## config.mk

```make
export PLATFORM = sky130hd
export DESIGN_NAME = reg_scoreboard
export DESIGN_NICKNAME = d
export VERILOG_FILES = /design/src/rtl/reg_scoreboard.sv
export SDC_FILE = /design/constraint.sdc
export NUM_CORES = 1
export LEC_CHECK = 0
export CAP_MARGIN = 10
export CORE_ASPECT_RATIO = 0.5
export CORE_UTILIZATION = 30
export DETAILED_ROUTE_END_ITERATION = 8
export PLACE_DENSITY_LB_ADDON = 0.1
export SKIP_LAST_GASP = 1
export SYNTH_ARGS = -nofsm -noshare
export SYNTH_HDL_FRONTEND = slang
export SYNTH_SLANG_ARGS = --single-unit
```

## constraint.sdc

```tcl
create_clock -name clk -period 13.44 [get_ports clk]
set_clock_uncertainty 0.1 [all_clocks]
set_input_delay 4.032 -clock clk [delete_from_list [all_inputs] [get_ports clk]]
set_output_delay 4.032 -clock clk [all_outputs]
set_load 0.02 [all_outputs]
```

## src/rtl/reg_scoreboard.sv

```systemverilog
// Register-hazard scoreboard: per-GPR in-flight write counters, decode stall and busy mask.
// Optional macro SB_WB_BYPASS_EN lets a reader issue in the cycle its source's last write retires.
module reg_scoreboard #(
    parameter int NREG   = 32,
    parameter int ADDR_W = 5,
    parameter int CNT_W  = 3
) (
    input  logic              clk,
    input  logic              reset,
    input  logic              ds_valid,
    input  logic [ADDR_W-1:0] ds_src1,
    input  logic              ds_src1_en,
    input  logic [ADDR_W-1:0] ds_src2,
    input  logic              ds_src2_en,
    input  logic [ADDR_W-1:0] ds_dest,
    input  logic              ds_dest_en,
    input  logic              es_allowin,
    output logic              ds_stall,
    output logic              ds_issue,
    input  logic              wb_valid,
    input  logic [ADDR_W-1:0] wb_dest,
    input  logic              wb_dest_en,
    input  logic              flush,
    output logic [NREG-1:0]   busy_mask,
    output logic              sb_err
);

    localparam logic [CNT_W-1:0]  CNT_ZERO  = {CNT_W{1'b0}};
    localparam logic [CNT_W-1:0]  CNT_ONE   = {{(CNT_W-1){1'b0}}, 1'b1};
    localparam logic [CNT_W-1:0]  CNT_MAX   = {CNT_W{1'b1}};
    localparam logic [ADDR_W-1:0] ADDR_ZERO = {ADDR_W{1'b0}};

    logic [CNT_W-1:0] cnt_r     [NREG];
    logic [CNT_W-1:0] cnt_nxt_s [NREG];
    logic [NREG-1:0]  busy_nxt_s;
    logic [NREG-1:0]  busy_mask_r;
    logic             sb_err_r;
    logic             src1_haz_s;
    logic             src2_haz_s;
    logic             dest_sat_s;
    logic             inc_s;
    logic             dec_s;
    logic             underflow_s;

    assign dec_s = wb_valid & wb_dest_en & (wb_dest != ADDR_ZERO);
    assign inc_s = ds_issue & ds_dest_en & (ds_dest != ADDR_ZERO);

    // Hazard detection; loops start at 1 so r0 and out-of-range indices never match.
    always_comb begin
        logic last_v;
        src1_haz_s = 1'b0;
        src2_haz_s = 1'b0;
        dest_sat_s = 1'b0;
        last_v     = 1'b0;
        for (int i = 1; i < NREG; i++) begin
`ifdef SB_WB_BYPASS_EN
            last_v = dec_s & (wb_dest == ADDR_W'(i)) & (cnt_r[i] == CNT_ONE);
`else
            last_v = 1'b0;
`endif
            src1_haz_s = src1_haz_s | (ds_src1_en & (ds_src1 == ADDR_W'(i)) &
                                       (cnt_r[i] != CNT_ZERO) & ~last_v);
            src2_haz_s = src2_haz_s | (ds_src2_en & (ds_src2 == ADDR_W'(i)) &
                                       (cnt_r[i] != CNT_ZERO) & ~last_v);
            dest_sat_s = dest_sat_s | (ds_dest_en & (ds_dest == ADDR_W'(i)) &
                                       (cnt_r[i] == CNT_MAX));
        end
    end

    assign ds_stall = ds_valid & (src1_haz_s | src2_haz_s | dest_sat_s);
    assign ds_issue = ds_valid & es_allowin & ~ds_stall;

    // Next-state counters: flush wins, a matched inc/dec pair cancels, underflow saturates at 0.
    always_comb begin
        logic inc_v;
        logic dec_v;
        underflow_s  = 1'b0;
        inc_v        = 1'b0;
        dec_v        = 1'b0;
        cnt_nxt_s[0] = CNT_ZERO;
        for (int i = 1; i < NREG; i++) begin
            inc_v = inc_s & (ds_dest == ADDR_W'(i));
            dec_v = dec_s & (wb_dest == ADDR_W'(i));
            cnt_nxt_s[i] = cnt_r[i];
            if (flush) begin
                cnt_nxt_s[i] = CNT_ZERO;
            end else if (inc_v && !dec_v) begin
                cnt_nxt_s[i] = cnt_r[i] + CNT_ONE;
            end else if (dec_v && !inc_v) begin
                if (cnt_r[i] == CNT_ZERO) begin
                    underflow_s = 1'b1;
                end else begin
                    cnt_nxt_s[i] = cnt_r[i] - CNT_ONE;
                end
            end else begin
                cnt_nxt_s[i] = cnt_r[i];
            end
        end
    end

    // Busy bits come from next-state counters so the mask tracks the counter registers exactly.
    always_comb begin
        busy_nxt_s = {NREG{1'b0}};
        for (int i = 0; i < NREG; i++) begin
            busy_nxt_s[i] = (cnt_nxt_s[i] != CNT_ZERO);
        end
    end

    // State registers with asynchronous clear.
    always_ff @(posedge clk or posedge reset) begin
        if (reset) begin
            for (int i = 0; i < NREG; i++) begin
                cnt_r[i] <= CNT_ZERO;
            end
            busy_mask_r <= {NREG{1'b0}};
            sb_err_r    <= 1'b0;
        end else begin
            for (int i = 0; i < NREG; i++) begin
                cnt_r[i] <= cnt_nxt_s[i];
            end
            busy_mask_r <= busy_nxt_s;
            sb_err_r    <= sb_err_r | underflow_s;
        end
    end

    assign busy_mask = busy_mask_r;
    assign sb_err    = sb_err_r;

endmodule
```

==> out/metrics.yaml <==
floorplan:
  ioPinCount: 65
  die_h_um: 141
  die_area_sq_mm: 0.0393
  initial_utilization_pct: 30.6
  die_x_um: 279
  core-area_sq_mm: 0.0377
  fp-row-count: 50
placed_design:
  dp_hpwl_um: 34000
  gpl.final_weighted_congestion: 0.957
  port_buffers: 63
  placed_cells: 1916
critical_path:
  crit_required_ns: 9.31
  cpPeakStageDelay_ns: 0.95
  reg2reg_from: "cnt_r[18]"
  cp_common_cell: "clkdlybuf4s50_1"
  r2r_cells: 13
  arrival_ns: 7.76
  crit_path_end_kind: "output pin"
  crit_type: "in2out"
  crit_fanout: 20
  rrSetupSlack_ns: 8.05
  startpoint_type: "primary input"
  crit_chain: "clkdlybuf4s50_1 > mux2_2 > a32o_1 > a221o_1 > o21a_1 > or4_2 > nor2_1 > clkdlybuf4s50_1"
  cpMaxStageDelayCell: "clkdlybuf4s50_1"
  setup.worst_path.start: "ds_dest[4]"
  r2r-end: "sb_err"
power:
  clockPowerShare_pct: 47.3
  comb_power_share_pct: 17.1
  leakagePower_nw: 5.63
  p_int_uw: 789
  ir_drop_mv: 0.0627
  powerDensity_mw_per_mm2: 84.5
  switching_power_uw: 329
  seqPwrFrac_pct: 35.6
  power.share.switching_pct: 29.4
routing:
  wirelength_um: 44000
  via_per_inst: 5.65
  post_drt_wl_per_cell_um: 22.6
  vias: 11000
  drtIter0Drc: 999
  first_pass_iters: 5
  postRouteAntennaNets: 0
  drc_errors: 0
outcome:
  status: "complete, no violations"
sta:
  setup_viol: 0
  hold_viol_final: 0
  rsz0062_at_grt: "false"
  slew_headroom_pct: 35.1
  fin_tns_setup_ns: 0
  tightest_slew_ns: 0.966
  timing.fmax_mhz: 84.1
  period_needed_ns: 11.89
  finalCritPeriodShare_pct: 88.5
  finalMaxSlewViolations: 0
clock_network:
  cts.sinks: 125
  cts_setup_buffers: 0
  cts_root_buf: "clkbuf_16"
  tritoncts.num_buffers: 17
  cts.reportedPaths.clkPinSlew_ns: 0.06
  htree_levels: 4
  cts.repair.resized: 0
  clkLatencyLatePin_ns: 0.46
  cts.path.max_buffers: 2
  postCtsHoldBufs: 0
  cts_tree: "yes"
global_routing:
  grt_max_degree: 74
  grt_pass1_wl_um: 66300
  antenna_found_initial: 0
  grt_overflow: 0
  grt_pass1_vias: 10600
  grt_usage_pct: 22.6
logic_synthesis:
  ys_ff_latch: 125
  synth-edff-count: 0
  synthDistinctLibCells: 83
  syn_nets: 1543
  syn_inst: 1389
  synth_area_sq_mm: 0.0115
  yosys_warnings: 0
  postSynthAreaPerCell_sq_um: 8.31
  ys.flop_type: "dfrtp_1"
  ys_seq_area_share_pct: 27.1
  ys_async_sr_fraction_pct: 100
finish:
  final_cells: 1946
  syn_to_final_growth_pct: 14.6
  drive_gt1_share_pct: 6.03
  nets: 1569
  finish.utilization_pct: 35.1
  n_antenna_cell: 0
min_path:
  whs_endpoint: "cnt_r[9]"
  whs_path_depth: 2
  min-delay-start: "cnt_r[9]"
  hold_class: "reg2reg"
job:
  cap_violations: 0
## cell usage in the layout, fill, tap and decap left out, types with 9 or more instances in the layout
| cell type | count |
|---|---|
| a211o_1 | 11 |
| a211oi_1 | 46 |
| a21oi_1 | 39 |
| a22oi_1 | 12 |
| a311oi_1 | 10 |
| a31oi_1 | 25 |
| and2_1 | 20 |
| and3_1 | 10 |
| clkbuf_16 | 17 |
| clkdlybuf4s50_1 | 62 |
| dfrtp_1 | 125 |
| ha_1 | 124 |
| inv_1 | 86 |
| mux2_2 | 16 |
| mux2i_1 | 49 |
| nand2_1 | 106 |
| nand2b_1 | 37 |
| nand3_1 | 36 |
| nand4_1 | 11 |
| nor2_1 | 147 |
| nor2b_1 | 36 |
| nor3_1 | 52 |
| nor3_2 | 9 |
| nor4_1 | 14 |
| o211ai_1 | 10 |
| o21a_1 | 14 |
| o21ai_0 | 56 |
| o221ai_1 | 9 |
| o311a_1 | 10 |
| o31ai_1 | 20 |
| or3_1 | 22 |
| xnor2_1 | 30 |
## worst max-delay path, delay by kind of cell
kind | cells | cell delay (ns)
buf+inv | 2 | 1.56
simple gates | 2 | 0.89
compound gates | 3 | 0.86
mux | 1 | 0.41
## how the worst max path moves through the flow
stage,end,slack (ns)
after CTS,ds_issue,1.56
after detailed placement,ds_issue,1.59
after global placement,ds_issue,1.57
after global routing,ds_issue,1.37
after floorplan,ds_issue,2.80
final,ds_issue,1.55
## power groups by stage
| stage | registers (mW) | logic [mW] | clock network (mW) |
|---|---|---|---|
| final | 0.398 | 0.192 | 0.528 |
| after global routing | 0.398 | 0.206 | 0.558 |
| after CTS | 0.397 | 0.189 | 0.540 |
| after detailed placement | 0.403 | 0.188 | 0 |
| after global placement | 0.403 | 0.186 | 0 |
| after floorplan | 0.407 | 0.113 | 0 |
## kinds of logic (layout without fill, tap and decap cells)
logic type,Yosys count,after routing,share of synthesized area (%)
AOI/OAI and AO/OA,355,355,22.3
xor gates and xnor gates,30,30,2.28
adders and majority gates,124,124,13.4
buffers and inverters,151,188,5.40
DFF,125,125,27.1
muxes,65,65,5.81
other,1,1,0.0325
and+or+nand+nor,538,538,23.7
## metal layers
metal,vias to the layer above,global-route usage (%),routed length (um)
met1,5497,32.5,21400
met5,-,0,0
met2,337,34.1,18900
li1,5135,-,-
met4,0,5.21,582
met3,35,5.24,3070
## area by class of cell
class	instances	area (sq um)
Inverter	88	335
Clock inverter	7	160
Clock buffer	23	478
Tap cell	520	651
Multi-Input combinational cell	1113	7790
Fill cell	3958	24400
Timing Repair Buffer	70	681
Sequential cell	125	3130
## synthesized netlist by cell type, types with 6 or more instances
cell / instances / area (sq um)
nor2_1: 147 / 552
dfrtp_1: 125 / 3130
ha_1: 124 / 1550
nand2_1: 106 / 398
inv_1: 87 / 327
o21ai_0: 56 / 280
nor3_1: 52 / 260
mux2i_1: 49 / 490
a211oi_1: 46 / 345
a21oi_1: 39 / 195
clkbuf_1: 39 / 146
nand2b_1: 37 / 231
nand3_1: 36 / 180
nor2b_1: 36 / 225
xnor2_1: 30 / 263
a31oi_1: 25 / 156
or3_1: 22 / 138
and2_1: 20 / 125
o31ai_1: 20 / 150
mux2_2: 16 / 180
buf_2: 15 / 75.1
nor4_1: 15 / 93.8
o21a_1: 14 / 105
a22oi_1: 12 / 90.1
a211o_1: 11 / 96.3
nand4_1: 11 / 68.8
a311oi_1: 10 / 87.6
and3_1: 10 / 62.6
o211ai_1: 10 / 75.1
o311a_1: 10 / 100
nor3_2: 9 / 90.1
o221ai_1: 9 / 78.8
o22ai_1: 8 / 50.1
or2_2: 7 / 43.8
nor3b_1: 6 / 45.0
o311ai_0: 6 / 52.6
## flip-flops by register name, indices dropped and copies added (netlist names)
| signal | flops |
|---|---|
| cnt_r | 93 |
| busy_mask | 31 |
| sb_err | 1 |
## per-stage QoR
stage | hold WS (ns) | setup WS [ns] | power (mW) | cell area (sq um)
detailed placement | 0.477 | 1.59 | 0.591 | 12600
CTS | 0.497 | 1.56 | 1.13 | 13200
global route | 0.529 | 1.37 | 1.16 | 13200
global placement | 0.474 | 1.57 | 0.589 | 12600
finish | 0.492 | 1.55 | 1.12 | 13200
floorplan | 0.435 | 2.80 | 0.520 | 11500
Note: power is estimated with default switching activity, not from simulation.
